[config.mk]
export PLATFORM = sky130hd
export DESIGN_NAME = io_channel_ctrl
export DESIGN_NICKNAME = d
export VERILOG_FILES = /design/src/rtl/io_channel_ctrl.sv
export SDC_FILE = /design/constraint.sdc
export NUM_CORES = 1
export LEC_CHECK = 0
export CAP_MARGIN = 30
export CORE_ASPECT_RATIO = 1.5
export CORE_MARGIN = 2
export CORE_UTILIZATION = 42
export DETAILED_ROUTE_END_ITERATION = 16
export PLACE_DENSITY = 0.81
export RECOVER_POWER = 25
export SYNTH_ARGS = -nofsm -noshare
export SYNTH_HDL_FRONTEND = slang
export SYNTH_SLANG_ARGS = --single-unit
[constraint.sdc]
create_clock -name clk -period 1.95 [get_ports clk]
set_clock_uncertainty 0.1 [all_clocks]
set_input_delay 0.195 -clock clk [delete_from_list [all_inputs] [get_ports clk]]
set_output_delay 0.195 -clock clk [all_outputs]
set_load 0.005 [all_outputs]
[src/rtl/io_channel_ctrl.sv]
// Board-side I/O channel controller: debounced enter button loads the switch word into
// one of four processor input channels; processor output strobes latch into display registers.
module io_channel_ctrl #(
    parameter int DEB_CNT = 50000,
    parameter int CNT_W   = 16
) (
    input  logic         clk,
    input  logic         rst_n,
    input  logic [31:0]  sw_in,
    input  logic         btn_enter,
    input  logic [1:0]   ch_sel,
    output logic [127:0] dev_in,
    output logic [3:0]   enter_in,
    input  logic         in_ack,
    input  logic [1:0]   in_ack_ch,
    output logic [3:0]   overrun,
    input  logic         ovr_clr,
    input  logic [127:0] dev_out,
    input  logic [3:0]   enter_out,
    input  logic [1:0]   disp_sel,
    output logic [31:0]  disp_data,
    output logic [3:0]   out_valid
);

    typedef enum logic [1:0] {
        IDLE_LOW  = 2'd0,
        WAIT_HIGH = 2'd1,
        IDLE_HIGH = 2'd2,
        WAIT_LOW  = 2'd3
    } deb_state_t;

    localparam logic [CNT_W-1:0] CNT_LAST = CNT_W'(DEB_CNT - 1);

    logic             r_btn_meta;
    logic             r_btn_s;
    deb_state_t       r_state;
    logic [CNT_W-1:0] r_cnt;

    logic [31:0]      r_dev_in [4];
    logic [3:0]       r_enter_in;
    logic [3:0]       r_overrun;

    logic [3:0]       r_eo_prev;
    logic [31:0]      r_out_reg [4];
    logic [3:0]       r_out_valid;

    logic             w_press_evt;
    logic [3:0]       w_ack;
    logic [3:0]       w_load;
    logic [3:0]       w_ovr_set;
    logic [3:0]       w_rise;
    logic [31:0]      w_dev_out [4];

    always_ff @(posedge clk or negedge rst_n) begin
        if (!rst_n) begin
            r_btn_meta <= 1'b0;
            r_btn_s    <= 1'b0;
        end else begin
            r_btn_meta <= btn_enter;
            r_btn_s    <= r_btn_meta;
        end
    end

    // The press event is decoded from the final qualifying cycle of WAIT_HIGH so the
    // load lands in the same edge that moves the FSM to IDLE_HIGH.
    assign w_press_evt = (r_state == WAIT_HIGH) && r_btn_s && (r_cnt == CNT_LAST);

    always_ff @(posedge clk or negedge rst_n) begin
        if (!rst_n) begin
            r_state <= IDLE_LOW;
            r_cnt   <= '0;
        end else begin
            case (r_state)
                IDLE_LOW: begin
                    if (r_btn_s) begin
                        r_state <= WAIT_HIGH;
                        r_cnt   <= '0;
                    end
                end
                WAIT_HIGH: begin
                    if (!r_btn_s)
                        r_state <= IDLE_LOW;
                    else if (r_cnt == CNT_LAST)
                        r_state <= IDLE_HIGH;
                    else
                        r_cnt <= r_cnt + 1'b1;
                end
                IDLE_HIGH: begin
                    if (!r_btn_s) begin
                        r_state <= WAIT_LOW;
                        r_cnt   <= '0;
                    end
                end
                WAIT_LOW: begin
                    if (r_btn_s)
                        r_state <= IDLE_HIGH;
                    else if (r_cnt == CNT_LAST)
                        r_state <= IDLE_LOW;
                    else
                        r_cnt <= r_cnt + 1'b1;
                end
                default: r_state <= IDLE_LOW;
            endcase
        end
    end

    generate
        for (genvar gi = 0; gi < 4; gi++) begin : g_chan
            logic w_press;
            assign w_press         = w_press_evt && (ch_sel == 2'(gi));
            assign w_ack[gi]       = in_ack && (in_ack_ch == 2'(gi));
            // An ack in the same cycle frees the channel first, so the press still loads.
            assign w_load[gi]      = w_press && (!r_enter_in[gi] || w_ack[gi]);
            assign w_ovr_set[gi]   = w_press && r_enter_in[gi] && !w_ack[gi];
            assign dev_in[gi*32 +: 32] = r_dev_in[gi];
            assign w_dev_out[gi]   = dev_out[gi*32 +: 32];
        end
    endgenerate

    always_ff @(posedge clk or negedge rst_n) begin
        if (!rst_n) begin
            for (int i = 0; i < 4; i++) begin
                r_dev_in[i] <= '0;
            end
            r_enter_in <= '0;
            r_overrun  <= '0;
        end else begin
            for (int i = 0; i < 4; i++) begin
                if (w_load[i]) begin
                    r_dev_in[i]   <= sw_in;
                    r_enter_in[i] <= 1'b1;
                end else if (w_ack[i]) begin
                    r_enter_in[i] <= 1'b0;
                end
                if (w_ovr_set[i])
                    r_overrun[i] <= 1'b1;
                else if (ovr_clr)
                    r_overrun[i] <= 1'b0;
            end
        end
    end

    assign enter_in = r_enter_in;
    assign overrun  = r_overrun;

    assign w_rise = enter_out & ~r_eo_prev;

    always_ff @(posedge clk or negedge rst_n) begin
        if (!rst_n) begin
            r_eo_prev   <= '0;
            r_out_valid <= '0;
            for (int i = 0; i < 4; i++) begin
                r_out_reg[i] <= '0;
            end
        end else begin
            r_eo_prev   <= enter_out;
            r_out_valid <= r_out_valid | w_rise;
            for (int i = 0; i < 4; i++) begin
                if (w_rise[i])
                    r_out_reg[i] <= w_dev_out[i];
            end
        end
    end

    assign out_valid = r_out_valid;
    assign disp_data = r_out_reg[disp_sel];

endmodule

# Yosys cells after proc, flatten, opt, wreduce, memory -nomap -nowiden
# Index checks and enable logic that the tools add are counted.
[word_totals]
ff_bits = 292
in_bits = 175
[classes]
reduce_logical = 47
eq_ne = 16
mux = 29
order_cmp = 1
n_bitwise = 4
n_addsub = 1
[ops]
columns = ["op", "n"]
rows = [
  ["two-way mux 16 bit", 5],
  ["binary-select mux 32 bit (select 2 bit)", 1],
  ["two-way mux 32 bit", 2],
  ["one-hot mux 16 bit (4 select lines)", 1],
  ["logical AND 1 bit", 22],
  ["adder 16 x 1 -> 16 bit (second input constant)", 1],
  ["equality test 16 bit (second input constant)", 1],
  ["nonzero test 2 bit", 8],
  ["two-way mux 1 bit", 13],
  ["equality test 2 bit (second input constant)", 6],
  ["two-way mux 2 bit", 6],
  ["zero test 1 bit", 8],
  ["inequality test 2 bit (second input constant)", 4],
  ["one-hot mux 2 bit (4 select lines)", 1],
  ["AND reduction 4 bit", 2],
  ["equality test 2 x 1 -> 1 bit (second input constant)", 3],
  ["zero test 2 bit", 3],
  ["bitwise AND 4 bit", 1],
  ["logical OR 1 bit", 4],
  ["inverter 4 bit", 1],
  ["OR 4 bit", 1],
  ["greater-or-equal comparator 3 bit (second input constant)", 1],
  ["inequality test 3 x 2 -> 1 bit (second input constant)", 1],
  ["inequality test 3 bit (second input constant)", 1],
  ["inverter 2 -> 3 bit", 1],
]

# Depth between registers and ports, before layout
[depth]
depth_word = 7
depth_mapped = 6
mapped_depth_nobuf = 5

# Least setup slack after synthesis
# No wires, ideal clock.
[synth_path]
kind = "register -> register"
from = "register r_cnt[0]"
to = "register r_dev_in, in the netlist dev_in[64]"
path_slack_ns = -0.148
n_path_buf = 1
path_stages_with_launch = 7
arrival_time_ns = 1.873
required_ns = 1.725
cell_sequence = "dfrtp_1 -> ha_1 -> nand4b_1 -> nor3_4 -> nand4_4 -> buf_6 -> mux2_4"
[synth_between]
elab_chain_cells = 4
[synth_lines]
columns = ["element", "line", "source"]
rows = [
  ["start, declared", "37", "logic [CNT_W-1:0] r_cnt;"],
  ["start signal, assigned", "86", "r_cnt <= r_cnt + 1'b1;"],
  ["start signal, assigned", "100", "r_cnt <= r_cnt + 1'b1;"],
  ["equality test 16 bit", "66", "assign w_press_evt = (r_state == WAIT_HIGH) && r_btn_s && (r_cnt == CNT_LAST);"],
  ["logical AND 1 bit", "66", ""],
  ["logical AND 1 bit", "110", "assign w_press = w_press_evt && (ch_sel == 2'(gi));"],
  ["logical AND 1 bit", "113", "assign w_load[gi] = w_press && (!r_enter_in[gi] || w_ack[gi]);"],
  ["end signal, assigned by index", "130", "r_dev_in[i] <= sw_in;"],
  ["end, declared", "39", "logic [31:0] r_dev_in [4];"],
]
# No other way between the ends.
# A chain may end at the register's enable or synchronous reset.

# Worst setup path in the final report
[layout_path]
from = "register r_cnt[0]"
to = "register r_dev_in, in the netlist dev_in[90]"
# The elaborated chain is that of the path after synthesis.

==> reports/metrics.csv <==
stage,metric,value,unit
status,outcome,finished with violations,
status,violations,setup timing,
clock_network,ctsRootBufferMaster,clkbuf_16,
place,dp_hpwl,23110,um
drt,dr.pass1.iters,4,
timing,hold_viol,0,
floorplanning,die_area,30480,um^2
floorplanning,pin_count,347,
clock_network,h-tree-depth,1,
drt,ant_nets,0,
clock_network,cts_buffer_depth,3,
synth,synth_cell_type_count,42,
worst_setup_path,path_class,reg -> reg,
timing,period_share,1.056,
synth,synth_fp_nets,938,
power,leakagePower,7.803,nW
worst_setup_path,worst_path_largest_cell_delay,0.36,ns
worst_setup_path,crit_fanout,25,
synth,yosys_warnings,0,
timing,setup_violations,87,
grt,grt.overflow.total,0,
synth,ys_async_sr_fraction,1.000,
layout,nFillCells,2214,
place,place_congestion,0.8482,
floorplanning,initial_core_util,0.4252,
flow_run,cap_violations,0,
floorplanning,fp.coreArea,28720,um^2
timing,rsz0062_at_grt,yes,
clock_network,cts_tree,yes,
floorplanning,die_w,143.2,um
floorplanning,dieHeight,212.8,um
drt,wire_per_inst,20.45,um
layout,multi_input_area,4688,um^2
layout,seqCellArea,7308,um^2
timing,tightest_slew,0.8889,ns
synth,synth_seq_area_share,0.5984,
clock_network,clk_latency,0.55,ns
clock_network,cts_sinks,292,
worst_setup_path,crit_slowest_cell,dfrtp_1,
place,port_buffers,346,
grt,antenna_found_initial,2,
drt,vias,8148,
floorplanning,core.rowCount,76,
grt,grtUsageTotal,0.2082,
layout,utilization,0.6092,
layout,area_growth,43.27,%
synth,postSynthCellCount,762,
grt,grt_pass1_vias,8991,
layout,drive_gt1_frac,0.3889,
worst_setup_path,cpMostUsedCell,buf_12,
drt,drt-initial-drc-count,334,
worst_setup_path,cp-start-kind,flop,
grt,grt_max_degree,60,
timing,finalMaxSlewViolations,0,
worst_setup_path,path_cells,ha_2 > nand4b_1 > nor3_4 > buf_12 > nand4_4 > buf_12 > mux2_4,
synth,ys_ff_latch,292,
synth,ys.flop_type,dfrtp_1,
clock_network,numCtsBuffers,29,
timing,relSlewSlack,0.4074,
timing,finalCriticalPeriod,2.059,ns
timing,timing.fmax,0.4856,GHz
grt,grt_pass1_wl,49340,um
place,dp_slack,-0.1236,ns
worst_setup_path,cp_data_arrival_time,2.39,ns
timing,setup_ws,-0.1093,ns
power,p_per_area,790.4,nW/um^2
power,ir_drop,1109,uV
synth,synth-edff-count,0,
drt,detail_route.vias_per_cell,5.157,
drt,drc,0,
synth,avgSynthCellArea,16.02,um^2
worst_setup_path,path_buf_inv,2,
worst_setup_path,end_kind,flop,
timing,finalHoldWorstSlack,0.1497,ns
drt,wirelength,32310,um
worst_hold_path,min_path_type,in -> reg,
clock_network,clk_pin_slew,0.06,ns
worst_setup_path,cp.required,2.28,ns
worst_setup_path,crit_family,simple AND/OR/NAND/NOR gates,
synth,netlist_area,12210,um^2
layout,fin_nets,1343,
-- power breakdown --
part           switching (mW)  leakage, nW  internal, mW
Sequential              0.234         3.75          6.48
Clock                    2.30        0.466          3.16
Combinational           0.615         3.59          1.05
Total                    3.15         7.80          10.7
-- layout make-up --
cell class	count	area share
Sequential cell	292	0.4178
Clock inverter	11	0.005293
Timing Repair Buffer	418	0.2311
Antenna cell	2	0.0002861
Tap cell	390	0.02789
Multi-Input combinational cell	421	0.2680
Clock buffer	41	0.04863
Inverter	5	0.001073
-- cells by family (layout without fill, tap and decap cells) --
group | after synthesis | count (layout) | share of synthesized area
mux | 293 | 293 | 0.3076
flops | 292 | 292 | 0.5984
simple gates | 87 | 87 | 0.04765
buf+inv | 49 | 475 | 0.02357
compound gates | 38 | 38 | 0.02029
xor+xnor | 2 | 2 | 0.001435
fa+ha+maj | 1 | 1 | 0.001025
other cells | 0 | 2 | 0
-- worst register-to-register path, delay by kind of cell, from the launching register on --
kind,cells,cell delay (ns)
mux,1,0.38
fa+ha+maj,1,0.19
flops,1,0.36
buf+inv,2,0.36
simple gates,3,0.57
-- cells in the final DEF (no fill, tap or decap), types with 3 or more instances in the layout --
| cell type | instances |
|---|---|
| or2_2 | 4 |
| buf_4 | 44 |
| clkdlybuf4s50_1 | 307 |
| nand3_1 | 11 |
| nand2_1 | 15 |
| o211ai_1 | 6 |
| a21oi_1 | 4 |
| buf_2 | 11 |
| mux2_4 | 27 |
| and2_1 | 5 |
| o311ai_1 | 3 |
| or4_1 | 3 |
| inv_1 | 5 |
| clkbuf_8 | 8 |
| clkbuf_2 | 22 |
| dfrtp_1 | 291 |
| nor2_1 | 8 |
| nor2b_4 | 4 |
| clkbuf_16 | 29 |
| dlygate4sd3_1 | 7 |
| buf_6 | 6 |
| mux4_2 | 32 |
| clkdlybuf4s15_1 | 5 |
| o21ai_0 | 13 |
| nand4_1 | 5 |
| o31ai_1 | 7 |
| mux2i_1 | 4 |
| clkinv_2 | 6 |
| clkbuf_1 | 5 |
| buf_12 | 13 |
| nand4_4 | 4 |
| mux2_2 | 230 |
| nand2b_1 | 7 |
-- synthesized netlist by cell type (2+ instances only) --
cell type  number  share of area
nand4b_1        2         0.0014
and2_1          5         0.0026
o211ai_1        6         0.0037
a21oi_1         4         0.0016
nor2_1          8         0.0025
mux2_4         27          0.033
dfrtp_1       292           0.60
mux2_2        230           0.21
o31ai_1         7         0.0043
inv_1           5         0.0015
nand2b_1        7         0.0036
nand3_1        12         0.0049
clkbuf_1       25         0.0077
or4_1           4         0.0025
a31oi_1         2         0.0010
nand2_1        16         0.0049
mux2i_1         4         0.0033
nand4_1         5         0.0026
buf_6          13          0.012
nand3b_1        2         0.0012
nand4_4         4         0.0070
mux4_2         32          0.059
or3_1           3         0.0015
nor2b_1         5         0.0026
o311ai_0        4         0.0029
buf_2           5         0.0020
o21ai_0        13         0.0053
and3_1          2         0.0010
or2_2           5         0.0026
-- layer usage --
| metal | vias to the layer above | global-route usage | wire [um] |
|---|---|---|---|
| li1 | 3593 | - | - |
| met3 | 62 | 0.05853 | 2532 |
| met5 | - | 0 | 0 |
| met1 | 4183 | 0.2213 | 11450 |
| met4 | 0 | 0.07776 | 949 |
| met2 | 310 | 0.3879 | 17380 |
-- stage by stage --
step           area (um^2)  std cells  power (mW)  TNS [ns]
6_report             17490       1580       13.83    -2.688
5_1_grt              17490       1580       14.40    -10.07
4_1_cts              17540       1572       14.04    -2.737
3_5_place_dp         16570       1515       8.584    -9.664
3_3_place_gp         16570       1515       8.520    -4.991
2_1_floorplan        12210        762       7.495    -12.05
-- final timing paths --
| path | startpoint | cells past startpoint | slack, ns | to |
|---|---|---|---|---|
| max in group asynchronous | rst_n | 3 | 0.28 | r_out_reg[94] |
| max | r_cnt[0] | 7 | -0.11 | dev_in[90] |
| max reg2reg | r_cnt[0] | 7 | -0.11 | dev_in[90] |
| min reg2reg | r_btn_meta | 0 | 0.31 | r_btn_s |
| min | enter_out[1] | 1 | 0.15 | r_eo_prev[1] |
| min in group asynchronous | rst_n | 2 | 0.26 | dev_in[97] |
-- repair_timing --
item,CTS,global route
setup endpoints to repair,164,157
hold buffers,2,0
resized for setup,87,34
pin swaps,2,4
endpoints found under the hold margin,258,0
buffers inserted,3,7
(Power assumes the default switching activity.)
